===== src/rtl/uart_frame_scheduler.sv =====
// Frame-rate scheduler between the drive-mode engines and the UART link: selects the move
// command once per frame, stretches beacon requests with req/ack, and debounces detector bits.
module uart_frame_scheduler #(
    parameter int FRAME_TICKS   = 1_000_000,
    parameter int BEACON_FRAMES = 4,
    parameter int DET_STABLE    = 3
) (
    input  logic       sys_clk,
    input  logic       rst,
    input  logic [1:0] global_state,
    input  logic       power,
    input  logic [3:0] man_move,
    input  logic [3:0] semi_move,
    input  logic [3:0] auto_move,
    input  logic       pl_req,
    input  logic       de_req,
    output logic       pl_ack,
    output logic       de_ack,
    input  logic [7:0] rec,
    output logic [7:0] data_in,
    output logic       frame_tick,
    output logic [3:0] detector,
    output logic       beacon_busy
);

    localparam int CNT_W = (FRAME_TICKS > 2) ? $clog2(FRAME_TICKS) : 1;
    localparam int K_W   = $clog2(BEACON_FRAMES + 1);
    localparam int RUN_W = $clog2(DET_STABLE + 1);

    localparam logic [CNT_W-1:0] CNT_MAX  = CNT_W'(FRAME_TICKS - 1);
    localparam logic [K_W-1:0]   K_LOAD   = K_W'(BEACON_FRAMES);
    localparam logic [K_W-1:0]   K_LAST   = K_W'(1);
    localparam logic [RUN_W-1:0] RUN_LAST = RUN_W'(DET_STABLE - 1);

    typedef enum logic [1:0] {
        S_IDLE,
        S_PLACE,
        S_DESTROY,
        S_RELEASE
    } state_t;

    logic [CNT_W-1:0] cnt;
    logic [3:0]       move_q;
    logic [1:0]       last_mode;
    state_t           state_q, state_d;
    logic [K_W-1:0]   k_q, k_d;
    logic             served_pl_q, served_pl_d;
    logic             pl_ack_d, de_ack_d;
    logic             mode_ok;
    logic [RUN_W-1:0] run_q [4];
    logic             unused_rec;

    assign unused_rec = ^rec[7:4];

    assign frame_tick  = (cnt == CNT_MAX);
    assign mode_ok     = (global_state == 2'b11) && power;
    assign beacon_busy = (state_q != S_IDLE);
    assign data_in     = {2'b10, state_q == S_DESTROY, state_q == S_PLACE, move_q};

    always_ff @(posedge sys_clk or posedge rst) begin
        if (rst) begin
            cnt <= '0;
        end else if (frame_tick) begin
            cnt <= '0;
        end else begin
            cnt <= cnt + 1'b1;
        end
    end

    // A mode change always costs one stop frame so the car halts before a new engine drives it.
    always_ff @(posedge sys_clk or posedge rst) begin
        if (rst) begin
            move_q    <= 4'b0000;
            last_mode <= 2'b00;
        end else if (frame_tick) begin
            if (!power) begin
                move_q <= 4'b0000;
            end else if (global_state != last_mode) begin
                move_q    <= 4'b0000;
                last_mode <= global_state;
            end else begin
                case (global_state)
                    2'b00:   move_q <= man_move;
                    2'b11:   move_q <= auto_move;
                    default: move_q <= semi_move;
                endcase
            end
        end
    end

    always_ff @(posedge sys_clk or posedge rst) begin
        if (rst) begin
            state_q     <= S_IDLE;
            k_q         <= '0;
            served_pl_q <= 1'b0;
            pl_ack      <= 1'b0;
            de_ack      <= 1'b0;
        end else begin
            state_q     <= state_d;
            k_q         <= k_d;
            served_pl_q <= served_pl_d;
            pl_ack      <= pl_ack_d;
            de_ack      <= de_ack_d;
        end
    end

    always_comb begin
        state_d     = state_q;
        k_d         = k_q;
        served_pl_d = served_pl_q;
        pl_ack_d    = 1'b0;
        de_ack_d    = 1'b0;
        case (state_q)
            S_IDLE: begin
                if (frame_tick && mode_ok && (pl_req || de_req)) begin
                    state_d     = pl_req ? S_PLACE : S_DESTROY;
                    served_pl_d = pl_req;
                    k_d         = K_LOAD;
                end
            end
            S_PLACE, S_DESTROY: begin
                if (frame_tick) begin
                    if (!mode_ok) begin
                        state_d = S_IDLE;
                        k_d     = '0;
                    end else begin
                        k_d = k_q - 1'b1;
                        if (k_q == K_LAST) begin
                            state_d  = S_RELEASE;
                            pl_ack_d = served_pl_q;
                            de_ack_d = !served_pl_q;
                        end
                    end
                end
            end
            S_RELEASE: begin
                // Hold off until the engine withdraws the request it was served for.
                if (served_pl_q ? !pl_req : !de_req) begin
                    state_d = S_IDLE;
                end
            end
            default: state_d = S_IDLE;
        endcase
    end

    always_ff @(posedge sys_clk or posedge rst) begin
        if (rst) begin
            detector <= 4'b0000;
            for (int i = 0; i < 4; i++) run_q[i] <= '0;
        end else if (frame_tick) begin
            for (int i = 0; i < 4; i++) begin
                if (rec[i] == detector[i]) begin
                    run_q[i] <= '0;
                end else if (run_q[i] == RUN_LAST) begin
                    detector[i] <= rec[i];
                    run_q[i]    <= '0;
                end else begin
                    run_q[i] <= run_q[i] + 1'b1;
                end
            end
        end
    end

endmodule


===== config.mk =====
export PLATFORM = sky130hd
export DESIGN_NAME = uart_frame_scheduler
export DESIGN_NICKNAME = d
export VERILOG_FILES = /design/src/rtl/uart_frame_scheduler.sv
export SDC_FILE = /design/constraint.sdc
export NUM_CORES = 1
export LEC_CHECK = 0
export CORE_ASPECT_RATIO = 0.9
export CORE_MARGIN = 10
export CORE_UTILIZATION = 60
export DETAILED_ROUTE_END_ITERATION = 10
export DONT_BUFFER_PORTS = 1
export PLACE_DENSITY = 0.76
export SLEW_MARGIN = 30
export SYNTH_ARGS = -nofsm -noshare
export SYNTH_HDL_FRONTEND = slang
export SYNTH_SLANG_ARGS = --single-unit

===== constraint.sdc =====
create_clock -name sys_clk -period 3.3 [get_ports sys_clk]
set_input_delay 0.66 -clock sys_clk [delete_from_list [all_inputs] [get_ports sys_clk]]
set_output_delay 0.66 -clock sys_clk [all_outputs]
set_load 0.005 [all_outputs]

[After elaboration in Yosys (flattened, before gate mapping)]
Cells that the tools add are included.
Word-level totals
  logic and storage cells: 97
  register bits: 46
  input port bits: 27
  memory bits (read-only): 0
  memories: 0
  bits in latches: 0
  output and inout port bits: 16
  memory bits (writable): 0
Cells by class
  divide/modulo/power cells: 0
  muxes and demuxes: 32
  magnitude comparators: 0
  multiply operators: 0
  reduce and logical (&&, ||, !) cells: 20
  add/sub/neg operators: 6
  bitwise gates (word level): 4
  shift operators: 0
  equal/unequal tests: 19
Operators with widths (count)
  2-to-1 mux 2 bit: 14
  adder 20 x 1 -> 20 bit (second input constant): 1
  == test 20 bit (second input constant): 1
  2-to-1 mux 20 bit: 1
  AND reduction 3 bit: 6
  == test 2 bit (second input constant): 7
  2-to-1 mux 1 bit: 9
  2-to-1 mux 3 bit: 3
  adder 2 x 1 -> 2 bit (second input constant): 4
  2-to-1 mux 4 bit: 2
  one-hot mux 4 bit (2 select lines): 1
  != test 2 bit (second input constant): 3
  one-hot mux 2 bit (3 select lines): 1
  one-hot mux 3 bit (2 select lines): 1
  == test 1 bit: 4
  zero test 2 bit: 2
  inverter 1 bit: 4
  AND reduction 4 bit: 1
  nonzero test 2 bit: 2
  == test 3 x 1 -> 1 bit (second input constant): 1
  logical AND 1 bit: 3
  zero test 1 bit: 3
  != test 3 bit (second input constant): 1
  subtractor 3 x 1 -> 3 bit (second input constant): 1
  other kinds (5): 5

[Longest topological paths before layout]
  depth after elaboration: 6
  gate-level depth with buffers: 9
  depth with buffers taken out: 7

[Worst setup path after synthesis]
Ideal clock, no wire load.
  path kind: reg2out
  start point: register cnt[6]
  end point: output frame_tick
  buffers on the path: 2
  cell stages (with the launch flop): 7
  required time: 2640 ps
  slack: 1200 ps
  data arrival time: 1440 ps
  cell sequence: dfrtp_1 nor4_1 nand4_1 or2_1 buf_6 inv_2 buf_2
Between the ends
  cells in the longest elaborated chain, start to end: 1
Ends and longest elaborated chain
  start, declared: RTL line 42  | logic [CNT_W-1:0] cnt;
  start signal, assigned: RTL line 66  | cnt <= cnt + 1'b1;
  == test 20 bit: RTL line 55  | assign frame_tick = (cnt == CNT_MAX);
  end, declared: RTL line 21  | output logic frame_tick,
No other way between the ends.

[Worst setup path in the final report]
Ends and elaborated chain as after synthesis.

==> results.md <==
- The first global-routing pass estimated 7.85 mm of wire.
- The iteration count of the initial detailed-routing pass is 4.
- On the final layout, the worst hold slack is 0.234 ns.
- After the last flow step, the layout net total stands at 265.
- The total routing resource utilization after global routing is 13.6%.
- The total wire length is 4.62 mm.
- The vias after detailed routing is 1,641.
- The clock slew seen by the registers of the worst setup and hold paths is 0.08 ns.
- The count of final max-slew check failures is 0.
- The launching element type of the critical path is a flop.
- The detail route stage leaves a number of antenna-violating nets equal to 0.
- The floorplan step set the die width to 87.3 µm.
- The repair_antennas step left the layout with diodes totalling 0.
- The final weighted congestion in routability-driven placement is 0.799.
- The standby leakage power is 1.10 nW.
- The placement row count is 21.
- In this run the mean area of a mapped cell was 10.6 µm².
- For the worst flop-to-flop path, the logic depth is 6.
- Dividing the detail-routed wire length by the instance count gives 16.9 µm.
- The root cell of the clock tree is clkbuf_8.
- For this run, the register share of the synthesized area comes to 47.1%.
- Compared with the post-synthesis result, the final layout area differs by 2.97%.
- The number of hold buffers added after CTS was 0.
- The sum of net half-perimeters after detailed placement is 3.47 mm.
- The share of total power consumed by net switching is 26.8%.
- The core region is 3810 µm².
- For this configuration, the core starts out at a cell density of 64.1%.
- The shortest clock period the worst path allows after layout is 2.53 ns.
- In this run the vertical extent of the chip is 80.5 µm.
- In this run the worst path has a maximum fanout of 15.
- The switching power is 298 µW.
- The setup violation total in the final timing report is 0.
- The relative contribution of combinational cells to total power is 17.2%.
- The first routing iteration left 91 violations.
- Traced cell by cell, the critical path runs through nor4_1 > nand4_1 > or2_1 > inv_2.
- In this run the power density over the cells is 444 nW/µm².
- The relative contribution of sequential cells to total power is 52.7%.
- Static timing analysis puts the maximum clock frequency at 0.396 GHz.
- STA puts the critical path data required time at 2.64 ns.
- The total clock sinks is 46.
- Post-CTS timing repair inserted 0 buffers for setup.
- In this run the tightest slew margin relative to its limit is 60.8%.
- The TritonCTS clock tree is yes.
- On the worst path, the slowest cell contributes a delay of 0.46 ns.
- After detailed routing, the number of remaining DRC violations is 0.
- The slowest stage of the critical path is the dfrtp_1 cell.
- The number of different library cells in the post-synthesis netlist is 45.
- The arrival time at the worst endpoint is 1.87 ns.
- The run finished with clean final reports.
- Buffers inserted during clock tree synthesis total 5.
- The die area is 7030 µm².
- By area the synthesized netlist is led by dfrtp_1 47%, xnor2_1 6.5%, ha_1 4.6%.
- Once the clock tree was built, the resizer swapped 0 gates to a different size.
- The final worst clock skew is 0.00787 ns.
- The worst hold-check path type is input pin to async pin.
- Per report_power, the clock group accounts for 30.1% of the total.
- By startpoint and endpoint, the worst setup path is classified as flop to output port.
- The most area-hungry cell type in the Yosys netlist is dfrtp_1.
- After technology mapping, the gate count stands at 231.
- The via count of the first global-routing pass is 1,723.
- Setup repair after global routing left no endpoint under its margin.
- The share of layout cells above drive strength 1 is 10.5%.
- After filler insertion, the fill cell instance count of the layout stands at 296.
- The total negative slack is 0 ns.
- The number of hold violations in the final report is 0.
- The initial antenna violation count is 0.
- The number of synthesized flops with an enable pin is 0.
- Summed over all layers, the global routing overflow is 0.
- 43 I/O pins were placed.
- The net count after synthesis is 267.
- Input and output buffers added on the ports amount to 0.
- The internal power contribution is 817 µW.
- The startpoint of the worst-slack reg-to-reg timing path is cnt[6]$_DFF_PP0_.
- The prevailing post-synth register cell is dfrtp_1.
- The later pin in the worst-skew pair is clocked with a latency of 0.30 ns.
- Across the run, the number of max-cap violations was 0.
- The maximum number of pins on one net before global-route repair is 32.
- After synthesis the netlist holds a flip-flop and latch count of 46.
- The worst vdd rail ir drop is 0.257 mV.
- For the pin with the worst max-slew slack, the measured transition is 0.585 ns.
- Across all register-to-register paths, the minimum setup slack is 1.01 ns.
- The clock passes through at most 2 buffers.
- The via density per instance is 5.99.
- The area of the mapped netlist is 2440 µm².
- The final clock period utilization by the worst path is 76.5%.
- The count of warnings emitted by yosys is 0.
- STA classifies the critical path endpoint as an output port.
- The share of synthesized flip-flops with an asynchronous set or reset is 100%.
- The worst flop-to-flop path endpoint is detector[0]$_DFFE_PP0P_.
- The number of H-tree levels is 2.
- In this run the biggest area consumer among cell types represents 47.1% of the synthesized area.
## layout by cell type (no fill, tap or decap), types with 2 or more instances in the layout
cell type / n
dfrtp_1: 46
ha_1: 9
a21o_1: 2
nor2b_1: 2
inv_1: 10
nand4_1: 4
buf_4: 2
and3_1: 5
mux2_2: 10
a21oi_1: 6
a22o_1: 2
nor2_1: 20
nand3_1: 10
o31ai_1: 8
nand2_1: 19
clkbuf_8: 6
nor3_1: 7
a22oi_1: 4
nor4_1: 5
mux2i_1: 3
xnor2_1: 18
xor2_1: 6
nand2b_1: 2
nor3b_1: 3
conb_1: 2
## sequential cells by signal, indices dropped and copies added, names as in the netlist
name / flops
detector: 4
k_q: 3
last_mode: 2
move_q: 4
cnt: 20
served_pl_q: 1
de_ack: 1
run_q: 8
state_q: 2
pl_ack: 1
## critical path, delay by kind of cell, from the launching register on
family        cells  cell delay (ns)
buf+inv           1             0.25
flops             1             0.46
simple gates      3             0.85
## logic make-up (layout without fill, tap and decap cells)
logic type | Yosys count | count (layout) | share of synthesized area (%)
flops | 46 | 46 | 47.1
simple gates | 87 | 87 | 19.9
mux | 13 | 13 | 5.84
other cells | 2 | 2 | 0.307
fa+ha+maj | 9 | 9 | 4.61
compound gates | 27 | 27 | 8.35
xor+xnor | 24 | 24 | 8.61
buf+inv | 23 | 20 | 5.22
## power by group through the flow
stage | Clock, mW | Combinational (mW) | Sequential, mW
final | 0.335 | 0.192 | 0.588
after floorplan | 0 | 0.163 | 0.597
after global placement | 0 | 0.187 | 0.598
after global routing | 0.366 | 0.216 | 0.589
after CTS | 0.346 | 0.194 | 0.588
after detailed placement | 0 | 0.194 | 0.599
## how the worst max path moves through the flow
stage	endpoint	cells past startpoint	slack, ns	start
floorplan	frame_tick	6	1.20	cnt[6]$_DFF_PP0_
global placement	detector[0]$_DFFE_PP0P_	6	1.10	cnt[6]$_DFF_PP0_
detailed placement	detector[0]$_DFFE_PP0P_	6	1.01	cnt[6]$_DFF_PP0_
CTS	frame_tick	4	0.75	cnt[6]$_DFF_PP0_
global route	frame_tick	4	0.62	cnt[6]$_DFF_PP0_
finish	frame_tick	4	0.77	cnt[6]$_DFF_PP0_
## layer usage
metal	vias to the layer above	track usage, %	part of all wire, %
li1	793	-	-
met1	810	15.9	44
met2	31	22.2	49
met3	7	5.05	5.9
met4	0	4.94	1.4
met5	-	0	0
## cell type report
class	instances	area (µm²)	area share (%)
Tap cell	46	57.6	2.29
Sequential cell	46	1150	45.8
Inverter	12	45.0	1.79
Clock buffer	6	82.6	3.28
Timing Repair Buffer	2	15.0	0.597
Multi-Input combinational cell	162	1160	46.3
## stage by stage
stage	total power [mW]	utilization, %	cell area (µm²)	cells	setup WS (ns)
final	1.12	66.0	2510	274	0.775
after global routing	1.17	66.0	2510	274	0.620
after CTS	1.13	66.0	2510	274	0.749
after detailed placement	0.793	63.8	2430	268	1.01
after global placement	0.784	63.8	2430	268	1.10
after floorplan	0.759	-	2440	231	1.20
## Yosys cell counts, types with 3 or more instances
cell type  count
mux2i_1        3
inv_1         11
and3_1         5
dfrtp_1       46
nor2_1        20
nand2_1       19
nand3_1       10
xor2_1         6
nor4_1         5
nor3_1         7
nand4_1        4
ha_1           9
a22oi_1        4
mux2_2        10
xnor2_1       18
nor3b_1        3
a21oi_1        6
o31ai_1        8
buf_6          4
No activity file was read; power rests on OpenSTA's default activity.
